--- src/rtl/cpu_step_ctrl_pkg.sv ---
// Shared state encoding and debug-LED decode for the instruction-cycle sequencer.
package cpu_step_ctrl_pkg;

  typedef enum logic [1:0] {
    ST_HALT = 2'd0,
    ST_RUN  = 2'd1,
    ST_STEP = 2'd2,
    ST_BRK  = 2'd3
  } state_e;

  // Debug LED group: {Halted, Bp_hit, State[1:0]}
  typedef struct packed {
    logic       halted;
    logic       bp_hit;
    logic [1:0] state;
  } dbg_t;

  function automatic dbg_t dbg_of(state_e s);
    dbg_t d;
    d.state  = s;
    d.halted = (s == ST_HALT) || (s == ST_BRK);
    d.bp_hit = (s == ST_BRK);
    return d;
  endfunction

endpackage

--- src/rtl/cpu_step_ctrl_if.sv ---
// Front-panel / core side signals of the step controller.
interface cpu_step_ctrl_if #(parameter int CYC_W = 16);
  logic             Turbo;
  logic             Run_btn;
  logic             Halt_btn;
  logic             Step_btn;
  logic             Bp_en;
  logic [7:0]       Bp_addr;
  logic [7:0]       IP;
  logic             Go;
  logic             Halted;
  logic             Bp_hit;
  logic [1:0]       State;
  logic [CYC_W-1:0] Cycles;

  modport master (output Turbo, Run_btn, Halt_btn, Step_btn, Bp_en, Bp_addr, IP,
                  input  Go, Halted, Bp_hit, State, Cycles);
  modport slave  (input  Turbo, Run_btn, Halt_btn, Step_btn, Bp_en, Bp_addr, IP,
                  output Go, Halted, Bp_hit, State, Cycles);
endinterface

--- src/rtl/cpu_step_ctrl_sync_edge.sv ---
// 2-FF synchroniser plus edge register: synced level and one-cycle rising-edge pulse.
module sync_edge (
  input  logic clk,
  input  logic rst_n,
  input  logic d,
  output logic lvl,
  output logic rise
);
  logic [2:0] sh_q, sh_d;

  always_comb sh_d = {sh_q[1:0], d};

  always_ff @(posedge clk or negedge rst_n) begin
    if (!rst_n) sh_q <= '0;
    else        sh_q <= sh_d;
  end

  assign lvl  = sh_q[1];
  assign rise = sh_q[1] & ~sh_q[2];
endmodule

--- src/rtl/cpu_step_ctrl.sv ---
// Execution sequencer: issues the single-cycle Go that qualifies every IP update,
// with free-run (divided/turbo), halt, single-step and breakpoint control.
module cpu_step_ctrl
  import cpu_step_ctrl_pkg::*;
#(
  parameter int DIV_W     = 4,
  parameter bit START_RUN = 1'b1,
  parameter int CYC_W     = 16
) (
  input  logic            Clock,
  input  logic            Reset,
  cpu_step_ctrl_if.slave  bus
);
  logic       turbo_s, run_e, halt_e, step_e;
  logic       turbo_rise_unused;
  logic [2:0] btn_lvl_unused;

  sync_edge u_turbo (.clk(Clock), .rst_n(Reset), .d(bus.Turbo),    .lvl(turbo_s),           .rise(turbo_rise_unused));
  sync_edge u_run   (.clk(Clock), .rst_n(Reset), .d(bus.Run_btn),  .lvl(btn_lvl_unused[0]), .rise(run_e));
  sync_edge u_halt  (.clk(Clock), .rst_n(Reset), .d(bus.Halt_btn), .lvl(btn_lvl_unused[1]), .rise(halt_e));
  sync_edge u_step  (.clk(Clock), .rst_n(Reset), .d(bus.Step_btn), .lvl(btn_lvl_unused[2]), .rise(step_e));

  state_e             state_q, state_d;
  logic [DIV_W-1:0]   div_q, div_d;
  logic [CYC_W-1:0]   cycles_q, cycles_d;
  logic               skip_q, skip_d;
  logic               fire, bp_block, go_raw;

  always_comb begin
    fire     = (div_q == '0) | turbo_s;
    bp_block = bus.Bp_en & (bus.IP == bus.Bp_addr) & ~skip_q;
    go_raw   = 1'b0;
    state_d  = state_q;
    skip_d   = skip_q;
    case (state_q)
      ST_RUN: begin
        go_raw = fire & ~halt_e & ~bp_block;
        if (fire & bp_block) state_d = ST_BRK;
      end
      ST_STEP: begin
        go_raw  = 1'b1;
        state_d = ST_HALT;
      end
      default: begin
        if (run_e) begin
          state_d = ST_RUN;
          skip_d  = 1'b1;
        end else if (step_e) begin
          state_d = ST_STEP;
        end
      end
    endcase
    // Halt outranks everything, but a committed STEP Go still goes out.
    if (halt_e) begin
      state_d = ST_HALT;
      skip_d  = skip_q;
    end
    if (go_raw) skip_d = 1'b0;
    cycles_d = cycles_q + CYC_W'(go_raw & ~(&cycles_q));
    div_d    = div_q + DIV_W'(1);
  end

  always_ff @(posedge Clock or negedge Reset) begin
    if (!Reset) begin
      state_q  <= START_RUN ? ST_RUN : ST_HALT;
      div_q    <= '0;
      cycles_q <= '0;
      skip_q   <= 1'b0;
    end else begin
      state_q  <= state_d;
      div_q    <= div_d;
      cycles_q <= cycles_d;
      skip_q   <= skip_d;
    end
  end

  dbg_t dbg;
  assign dbg        = dbg_of(state_q);
  // Go is killed the instant reset asserts, even mid-cycle.
  assign bus.Go     = go_raw & Reset;
  assign bus.State  = dbg.state;
  assign bus.Halted = dbg.halted;
  assign bus.Bp_hit = dbg.bp_hit;
  assign bus.Cycles = cycles_q;
endmodule
--- src/flat_wrapper.sv ---
// flat-port wrapper written by rule: the top's interface ports become plain ports
module cpu_step_ctrl_flat import cpu_step_ctrl_pkg::*;
#(
  parameter int DIV_W     = 4,
  parameter bit START_RUN = 1'b1,
  parameter int CYC_W     = 16
)
  (Clock, Reset, bus_Turbo, bus_Run_btn, bus_Halt_btn, bus_Step_btn, bus_Bp_en, bus_Bp_addr, bus_IP, bus_Go, bus_Halted, bus_Bp_hit, bus_State, bus_Cycles);
  cpu_step_ctrl_if #(.CYC_W(CYC_W)) bus_i ();
  input  logic Clock;
  input  logic Reset;
  input wire logic [$bits(bus_i.Turbo)-1:0] bus_Turbo;
  input wire logic [$bits(bus_i.Run_btn)-1:0] bus_Run_btn;
  input wire logic [$bits(bus_i.Halt_btn)-1:0] bus_Halt_btn;
  input wire logic [$bits(bus_i.Step_btn)-1:0] bus_Step_btn;
  input wire logic [$bits(bus_i.Bp_en)-1:0] bus_Bp_en;
  input wire logic [$bits(bus_i.Bp_addr)-1:0] bus_Bp_addr;
  input wire logic [$bits(bus_i.IP)-1:0] bus_IP;
  output wire logic [$bits(bus_i.Go)-1:0] bus_Go;
  output wire logic [$bits(bus_i.Halted)-1:0] bus_Halted;
  output wire logic [$bits(bus_i.Bp_hit)-1:0] bus_Bp_hit;
  output wire logic [$bits(bus_i.State)-1:0] bus_State;
  output wire logic [$bits(bus_i.Cycles)-1:0] bus_Cycles;
  assign bus_i.Turbo = bus_Turbo;
  assign bus_i.Run_btn = bus_Run_btn;
  assign bus_i.Halt_btn = bus_Halt_btn;
  assign bus_i.Step_btn = bus_Step_btn;
  assign bus_i.Bp_en = bus_Bp_en;
  assign bus_i.Bp_addr = bus_Bp_addr;
  assign bus_i.IP = bus_IP;
  assign bus_Go = bus_i.Go;
  assign bus_Halted = bus_i.Halted;
  assign bus_Bp_hit = bus_i.Bp_hit;
  assign bus_State = bus_i.State;
  assign bus_Cycles = bus_i.Cycles;
  cpu_step_ctrl #(.DIV_W(DIV_W), .START_RUN(START_RUN), .CYC_W(CYC_W)) u_core (.Clock(Clock), .Reset(Reset), .bus(bus_i));
endmodule
--- config.mk ---
export PLATFORM = sky130hd
export DESIGN_NAME = cpu_step_ctrl_flat
export DESIGN_NICKNAME = d
export VERILOG_FILES = /design/src/rtl/cpu_step_ctrl_pkg.sv /design/src/rtl/cpu_step_ctrl_if.sv /design/src/rtl/cpu_step_ctrl_sync_edge.sv /design/src/rtl/cpu_step_ctrl.sv /design/src/flat_wrapper.sv
export SDC_FILE = /design/constraint.sdc
export NUM_CORES = 1
export LEC_CHECK = 0
export CAP_MARGIN = 20
export CORE_MARGIN = 1.5
export CORE_UTILIZATION = 40
export DETAILED_ROUTE_END_ITERATION = 16
export GPL_TIMING_DRIVEN = 0
export PLACE_DENSITY = 0.72
export SLEW_MARGIN = 20
export SYNTH_ARGS = -nofsm -noshare
export SYNTH_HDL_FRONTEND = slang
export SYNTH_SLANG_ARGS = --single-unit
export TNS_END_PERCENT = 50
--- constraint.sdc ---
create_clock -name Clock -period 3 [get_ports Clock]
set_clock_uncertainty 0.05 [all_clocks]
set_input_delay 0.3 -clock Clock [delete_from_list [all_inputs] [get_ports Clock]]
set_output_delay 0.3 -clock Clock [all_outputs]
set_load 0.05 [all_outputs]
==> metrics.txt, run 1 <==
highest routed layer met4; cell area after synthesis 1500 um^2; syn_area_per_cell 11.8 um^2; first drt pass iteration count 3; IO Pins 44; combinational share of power 41.8%; Num CTS Buffers 5; crit path time final 2.85 ns; Worst slew margin 52.0%; max-cap viol count 0; outcome completed; core area 3630 um^2; Final Instance Count excl. Fillers 228; ys async rst share 100%; PnR worst setup slack 0.147 ns; synth warn 0; Int Power 1040 uW; metal1 wirelength 1100 um; WP data required 3.15 ns; f_max 351 MHz; synth-to-layout area growth 44.0%; switching part of the total 38.4%; Worst Max-Slew Pin Slew 0.720 ns; port bufs 43; Pins Over Slew Limit 0; fillers 306; CTS sink cnt 34; CTS clock-pin slew for the worst setup and hold paths 0.06 ns; synth top area cells dfrtp_1, xnor2_1, ha_1; root buffer cell clkbuf_8; Placer Congestion 0.783; share of the synthesized area in the top cell type 55.0%; Clock Latency Late Sink 0.28 ns; GRT Resource Usage Total 15.4%; First DRT Iteration DRCs 8; most frequent cells in the layout clkdlybuf4s50_1, dfrtp_1, xnor2_1, nand2_1, xor2_1; met2 WL post-DR 1470 um; pin count of the biggest net entering global routing 36; initial core utilization 41.4%; hold crit path type input pin to asynchronous set/reset pin; Reg power frac 35.6%; Synth Flop Type dfrtp_1; met3 routed WL 209 um; routed len/inst 12.4 um; CTS tree yes; Worst setup SP type register; Peak VDD IR 0.000616 V; crit path DAT 3.01 ns; clock group share of total power 22.6%; commonest non-fill, non-tap cell in the layout clkdlybuf4s50_1; largest area contributor in the netlist dfrtp_1; peak fanout along the critical path 7; count of cell types in the netlist 29; Post-synth EDFFs 0; total gr overflow 0; syn_nets 158; fin crit share 95.1%; crit path kind register to register; Die X 64.3 um; Cells after DPL 218; Leakage Power 0.000949 uW; drt drc 0; worst setup slack after placement 0.0484 ns; Die Y-Extent 64.3 um; first-pass GRT wire length 4860 um; clock buffer depth 2; Seq/Total Area, Yosys 56.7%; Fin. Hold Viols 0; number of global-route vias before repair 1088; Setup crit end kind register; n_diodes 0; detailed-route via count 1078; antenna viol nets, final 0; number of vias per cell 4.73; share of cells above drive strength 1 12.8%; final setup violation count 0; RSZ-0062 raised after global routing false; Core Rows 22; H-Tree Depth 2; total wire length 2830 um; layout net count 210; synthesized flop and latch total 34; Pwr Density 780 nW/um^2; dpl hpwl 2180 um; initial antenna violation count 0; hold_buf cts 0; Syn Inst Count 127; R2R setup slack 0.15 ns; die footprint 4130 um^2; Psw 648 uW
[cell type report]
class	instances	area, um^2	share of cell area (%)
flip-flops and latches	34	852	39.4
multi-input cells	85	672	31.1
repair buffers	45	439	20.3
clock buffers	8	110	5.09
well taps	48	60.1	2.78
inverters	8	30.0	1.39
[state kept, by name, indices dropped and copies added (netlist names)]
name                 cells
u_core.bus.Cycles       16
u_core.div_q             4
u_core.u_halt.sh_q       3
u_core.u_run.sh_q        3
u_core.u_step.sh_q       3
u_core.bus.State         2
u_core.u_turbo.sh_q      2
u_core.skip_q            1
[worst max-delay path, cell delays in order, from the launching register on]
cell and delay [ns]:
dfstp_2 0.57, inv_2 0.05, ha_4 0.23, or4b_4 0.56, o2bb2ai_4 0.15, o31a_1 0.15
ha_2 0.20, nand3_2 0.13, nor4_4 0.32, nand2_1 0.09, nor2_1 0.13, xor2_1 0.15
[synth_stat cells (2+ instances only)]
library cell / number
dfrtp_1: 33
xnor2_1: 14
nand2_1: 11
xor2_1: 10
ha_1: 8
inv_1: 8
nand3_1: 6
nor2_1: 5
a21oi_1: 3
nand4_1: 3
nor2b_1: 3
nor3_1: 3
and2_1: 2
and3_1: 2
mux2i_1: 2
[stage by stage]
step | cell area (um^2) | setup TNS [ns] | util, % | hold WS [ns] | total power (uW)
after CTS | 2120 | 0 | 58.4 | 0.0527 | 1660
after floorplan | 1530 | 0 | - | -0.0456 | 1060
after global routing | 2160 | 0 | 59.5 | 0.0745 | 1780
final | 2160 | 0 | 59.5 | 0.0200 | 1690
after detailed placement | 2010 | 0 | 55.4 | 0.285 | 1280
after global placement | 2020 | -0.216 | 55.6 | 0.282 | 1250
[power groups by stage]
stage,clock network [uW],registers [uW],logic (uW)
after global placement,0,606,643
after CTS,393,603,664
after detailed placement,0,612,665
after floorplan,0,755,301
after global routing,416,612,754
final,381,600,706
[logic make-up (layout without fill, tap and decap cells)]
family / count (synthesis) / after routing / synth area share, %
AOI/OAI and AO/OA: 8 / 8 / 3.58
muxes: 2 / 2 / 1.33
xor gates and xnor gates: 24 / 24 / 14.0
DFF: 34 / 34 / 56.7
buffers and inverters: 8 / 61 / 2.00
adders and majority gates: 8 / 8 / 6.66
and+or+nand+nor: 43 / 43 / 15.7
[timing repair]
action / 4_1_cts / 5_1_grt
pin swaps: 0 / 2
buffers inserted: 0 / 2
gates resized for setup: 1 / 4
endpoints found under the setup margin: 1 / 8
[final timing paths]
check                                           start                endpoint  depth (start not counted)
worst max-delay path              u_core.bus.State[0]   u_core.bus.Cycles[15]                         11
worst min-delay path                            Reset    u_core.bus.Cycles[7]                          1
worst max register to register    u_core.bus.State[0]   u_core.bus.Cycles[15]                         11
worst min register to register  u_core.u_halt.sh_q[0]   u_core.u_halt.sh_q[1]                          0
max in group asynchronous                       Reset  u_core.u_turbo.sh_q[0]                          1
min in group Clock              u_core.u_halt.sh_q[0]   u_core.u_halt.sh_q[1]                          0
[metal layers]
| metal | GRT usage, % | vias up |
|---|---|---|
| met5 | 0 | - |
| met4 | 7.18 | 0 |
| met3 | 5.46 | 4 |
| met2 | 27.6 | 35 |
| met1 | 16.1 | 509 |
| li1 | - | 530 |
No activity file was read; power rests on OpenSTA's default activity.
==> inputs of run 2 (changes only) <==
- CORE_MARGIN: 1.5 -> default
- RECOVER_POWER: default -> 100
==> metrics.txt, run 2 (same netlist as run 1, synthesis figures left out) <==
Core Rows 21 (was 22); Seq. cell area 852 um^2 (unchanged); hold_buf cts 0 (unchanged); Pwr Density 767 nW/um^2 (was 780 nW/um^2); peak fanout along the critical path 7 (unchanged); first-pass GRT wire length 4850 um (was 4860 um); Pwr Total 1650 uW (was 1690 uW); CTS tree yes (unchanged); fin crit share 97.0% (was 95.1%); PnR worst setup slack 0.0913 ns (was 0.147 ns); R2R setup slack 0.14 ns (was 0.15 ns); worst flop-to-flop path startpoint u_core.bus.State[0] (unchanged); GRT Resource Usage Total 16.2% (was 15.4%); Worst path slowest cell or4b_1 (was dfstp_2); drt drc 0 (unchanged); WP data required 2.65 ns (was 3.15 ns); max-cap viol count 0 (unchanged); clock buffer depth 2 (unchanged); detailed-route via count 1070 (was 1078); CTS sink cnt 34 (unchanged); total wire length 2870 um (was 2830 um); final setup violation count 0 (unchanged); RSZ-0062 raised after global routing true (was false); routed len/inst 12.6 um (was 12.4 um); f_max 344 MHz (was 351 MHz); Worst Max-Slew Pin Slew 0.718 ns (was 0.720 ns); pin count of the biggest net entering global routing 36 (unchanged); Worst setup SP type register (unchanged); commonest non-fill, non-tap cell in the layout dfrtp_1 (was clkdlybuf4s50_1); port bufs 43 (unchanged); share of cells above drive strength 1 12.7% (was 12.8%); Reg2Reg Capture Point u_core.bus.Cycles[13] (was u_core.bus.Cycles[15]); synth-to-layout area growth 43.2% (was 44.0%); Die Y-Extent 63.3 um (was 64.3 um); worst setup slack after placement 0.0226 ns (was 0.0484 ns); Leakage Power 0.000982 uW (was 0.000949 uW); Placer Congestion 0.779 (was 0.783); Num CTS Buffers 5 (unchanged); dpl hpwl 2120 um (was 2180 um); Pins Over Slew Limit 0 (unchanged); crit path time final 2.91 ns (was 2.85 ns); Final Instance Count excl. Fillers 227 (was 228); CTS clock-pin slew for the worst setup and hold paths 0.07 ns (was 0.06 ns); IO Pins 44 (unchanged); footprint of the multi-input gates 656 um^2 (was 672 um^2); Worst slew margin 52.1% (was 52.0%); Peak VDD IR 0.000346 V (was 0.000616 V); outcome completed (unchanged); hold crit path type input pin to asynchronous set/reset pin (unchanged); crit path kind register to primary output (was register to register); H-Tree Depth 2 (unchanged); die footprint 4010 um^2 (was 4130 um^2); slowest stage delay, CP 0.57 ns (about the same); number of global-route vias before repair 1094 (was 1088); number of vias per cell 4.71 (was 4.73); n_diodes 0 (unchanged); Fin. Hold Viols 0 (unchanged); root buffer cell clkbuf_8 (unchanged); max reg flops 16 (unchanged); core area 3470 um^2 (was 3630 um^2); initial antenna violation count 0 (unchanged); delay-heaviest family, CP simple AND/OR/NAND/NOR gates (unchanged); WHS 0.0222 ns (was 0.0200 ns); Setup crit end kind primary output (was register); Post-Route Utilization 62.0% (was 59.5%); initial core utilization 43.3% (was 41.4%); Clock Latency Late Sink 0.28 ns (about the same); First DRT Iteration DRCs 32 (was 8); total gr overflow 0 (unchanged); most frequent cells in the layout dfrtp_1, clkdlybuf4s50_1, dlygate4sd3_1, xnor2_1, nand2_1 (was clkdlybuf4s50_1, dfrtp_1, xnor2_1, nand2_1, xor2_1); Die X 63.3 um (was 64.3 um); antenna viol nets, final 0 (unchanged); first drt pass iteration count 6 (was 3); crit path DAT 2.56 ns (was 3.01 ns); Worst Reg-to-Reg Cells 11 (unchanged); crit-path cells inv_2, ha_4, or4b_1, o2bb2ai_2, and2_1, dlygate4sd2_1 (was inv_2, ha_4, or4b_4, o2bb2ai_4, o31a_1, ha_2, nand3_2, nor4_4, nand2_1, nor2_1, xor2_1); CP bufs+invs 2 (was 1); layout net count 211 (was 210); fillers 280 (was 306); Cells after DPL 216 (was 218)
[run 2: changes by cell type in the layout (fill, tap and decap cells not counted)]
cell	previous run	this run
o2bb2ai_2	0	1
or4b_4	1	0
clkdlybuf4s50_1	41	23
or4b_1	0	1
dlygate4sd3_1	0	18
o2bb2ai_4	1	0
buf_4	2	3
[run 2: what timing repair did]
item	CTS	global route
endpoints found under the setup margin	2	3
setup buffers	1	2
pin swaps	2	1
gates resized for setup	3	0
[run 2: area by class of cell]
class | instances | share of cell area, %
multi-input combinational | 85 | 30.5
inverter | 8 | 1.40
sequential | 34 | 39.6
tap | 46 | 2.67
clock buffer | 8 | 5.12
timing repair buffer | 46 | 20.8
[run 2: worst max-delay path by stage]
stage / from / end / slack (ns) / cells after the start
2_1_floorplan: u_core.bus.State[0] / u_core.bus.Cycles[7] / 0.004 / 10
3_3_place_gp: Reset / bus_Go / -0.24 / 3
3_5_place_dp: u_core.bus.State[0] / u_core.bus.Cycles[15] / 0.02 / 11
4_1_cts: u_core.bus.State[0] / u_core.bus.Cycles[15] / 0.03 / 11
5_1_grt: u_core.bus.State[0] / u_core.bus.Cycles[13] / -0.01 / 11
6_report: u_core.bus.State[0] / bus_Go / 0.09 / 6
[run 2: routing by layer]
| metal | vias up | wire length (um) | global-route usage, % |
|---|---|---|---|
| met5 | - | 0 | 0 |
| met3 | 5 | 212 | 6.16 |
| met1 | 506 | 1180 | 17.3 |
| met4 | 0 | 58 | 9.38 |
| li1 | 527 | - | - |
| met2 | 32 | 1410 | 27.2 |
[run 2: worst reg2reg max path: cells and delay by family, from the launching register on]
kind,cells,cell delay (ns)
AOI/OAI and AO/OA,2,0.37
DFF,1,0.56
buffers and inverters,2,0.22
and+or+nand+nor,4,0.98
adders and majority gates,2,0.43
xor gates and xnor gates,1,0.14
[run 2: metrics by stage]
stage | area (um^2) | TNS [ns]
floorplan | 1530 | 0
global placement | 2020 | -0.244
detailed placement | 2010 | 0
CTS | 2140 | 0
global route | 2150 | -0.0146
finish | 2150 | 0
[run 2: where the power goes]
part	switching [uW]	internal, uW
Sequential	71.5	526
Combinational	415	255
Clock	153	231
==> inputs of run 3 (changes only) <==
- TNS_END_PERCENT: 50 -> default
==> metrics.txt, run 3 (same netlist as run 1, synthesis figures left out) <==
routed len/inst 12.7 um (was 12.6 um); fin crit share 96.6% (was 97.0%); first-pass GRT wire length 4850 um (unchanged); fillers 282 (was 280); max-cap viol count 0 (unchanged); initial antenna violation count 0 (unchanged); Peak VDD IR 0.000345 V (was 0.000346 V); Setup TNS 0 ns (unchanged); crit path kind register to primary output (unchanged); clock buffer depth 2 (unchanged); total wire length 2880 um (was 2870 um); dpl hpwl 2120 um (unchanged); Core Rows 21 (unchanged); core area 3470 um^2 (unchanged); switching part of the total 39.0% (was 38.7%); final setup violation count 0 (unchanged); Worst slew margin 52.2% (was 52.1%); footprint of the multi-input gates 654 um^2 (was 656 um^2); number of global-route vias before repair 1094 (unchanged); Int Power 1000 uW (was 1010 uW); Seq. cell area 852 um^2 (unchanged); Die X 63.3 um (unchanged); Final Instance Area 2150 um^2 (about the same); CTS clock-pin slew for the worst setup and hold paths 0.07 ns (about the same); GRT Resource Usage Total 16.2% (unchanged); peak fanout along the critical path 7 (unchanged); WP data required 2.65 ns (about the same); layout net count 211 (unchanged); Psw 639 uW (about the same); detailed-route via count 1078 (was 1070); share of cells above drive strength 1 12.2% (was 12.7%); most frequent cells in the layout dfrtp_1, dlygate4sd3_1, clkdlybuf4s50_1, xnor2_1, nand2_1 (was dfrtp_1, clkdlybuf4s50_1, dlygate4sd3_1, xnor2_1, nand2_1); Leakage Power 0.00100 uW (was 0.000982 uW); outcome completed (unchanged); port bufs 43 (unchanged); Pwr Total 1640 uW (was 1650 uW); drt drc 0 (unchanged); f_max 345 MHz (was 344 MHz); n_diodes 0 (unchanged); Placer Congestion 0.779 (unchanged); CTS sink cnt 34 (unchanged); worst setup slack after placement 0.0226 ns (unchanged); Die Y-Extent 63.3 um (unchanged); Reg power frac 36.4% (was 36.2%); clock group share of total power 23.5% (was 23.3%); crit path time final 2.90 ns (was 2.91 ns); CTS tree yes (unchanged); hold crit path type input pin to asynchronous set/reset pin (unchanged); DP Area 2010 um^2 (unchanged); number of vias per cell 4.75 (was 4.71); Setup crit end kind primary output (unchanged); IO Pins 44 (unchanged); crit-path cells inv_2, ha_4, or4b_4, o2bb2ai_2, and2_1, dlygate4sd2_1 (was inv_2, ha_4, or4b_1, o2bb2ai_2, and2_1, dlygate4sd2_1); Num CTS Buffers 5 (unchanged); initial core utilization 43.3% (unchanged); synth-to-layout area growth 43.1% (was 43.2%); Worst path slowest cell dfstp_2 (was or4b_1); root buffer cell clkbuf_8 (unchanged); First DRT Iteration DRCs 26 (was 32); Clock Latency Late Sink 0.28 ns (about the same); Worst setup SP type register (unchanged); die footprint 4010 um^2 (unchanged); Pins Over Slew Limit 0 (unchanged); slowest stage delay, CP 0.56 ns (was 0.57 ns); commonest non-fill, non-tap cell in the layout dfrtp_1 (unchanged); H-Tree Depth 2 (unchanged); pin count of the biggest net entering global routing 36 (unchanged); first drt pass iteration count 4 (was 6); total gr overflow 0 (unchanged); Worst Max-Slew Pin Slew 0.717 ns (was 0.718 ns); Post-Route Utilization 62.0% (about the same); crit path DAT 2.55 ns (was 2.56 ns); combinational share of power 40.1% (was 40.6%); Fin. Hold Viols 0 (unchanged); Pwr Density 763 nW/um^2 (was 767 nW/um^2); max reg flops 16 (unchanged); antenna viol nets, final 0 (unchanged); PnR worst setup slack 0.102 ns (was 0.0913 ns)
run 3: path summary, 6_finish.rpt:
check                                             from                     end  slack [ns]  cells after the start
worst min-delay path                             Reset     u_core.bus.State[1]        0.02                      1
worst max register to register     u_core.bus.State[0]   u_core.bus.Cycles[14]        0.14                     11
worst min register to register  u_core.u_turbo.sh_q[0]  u_core.u_turbo.sh_q[1]        0.30                      0
max in group asynchronous                        Reset           u_core.skip_q        2.42                      1
min in group Clock              u_core.u_turbo.sh_q[0]  u_core.u_turbo.sh_q[1]        0.30                      0
worst max-delay path               u_core.bus.State[0]                  bus_Go        0.10                      6
run 3: area by class of cell:
type | instances | share of cell area [%]
inverter | 8 | 1.40
clock buffer | 8 | 5.12
multi-input combinational | 85 | 30.4
timing repair buffer | 46 | 20.8
tap | 46 | 2.68
sequential | 34 | 39.6
run 3: timing repair:
item	CTS	global route
endpoints found under the setup margin	2	3
setup buffers	1	2
hold buffers	0	0
resized for setup	3	1
pin swaps	2	2
run 3: per-stage QoR:
stage	cells	hold WS, ns
after floorplan	127	-0.0456
after global placement	216	0.284
after detailed placement	216	0.285
after CTS	225	0.0394
after global routing	227	0.0772
final	227	0.0200
run 3: layer usage:
metal | track usage [%] | vias up | wire, um
li1 | - | 527 | -
met2 | 27.2 | 37 | 1420
met5 | 0 | - | 0
met3 | 6.16 | 4 | 224
met1 | 17.3 | 510 | 1180
met4 | 9.38 | 0 | 59
run 3: power groups by stage:
| stage | combinational [uW] | clock (uW) | sequential, uW |
|---|---|---|---|
| after global routing | 705 | 423 | 604 |
| after detailed placement | 662 | 0 | 610 |
| after global placement | 645 | 0 | 602 |
| after floorplan | 301 | 0 | 755 |
| final | 659 | 386 | 597 |
| after CTS | 686 | 396 | 599 |
run 3: critical path, delay by kind of cell (launching register included):
family,cells,cell delay [ns]
adder cells (fa/ha/maj),1,0.23
flip-flops,1,0.56
AND/OR/NAND/NOR,2,0.69
AO/OA/AOI/OAI,1,0.21
buffers and inverters,2,0.58
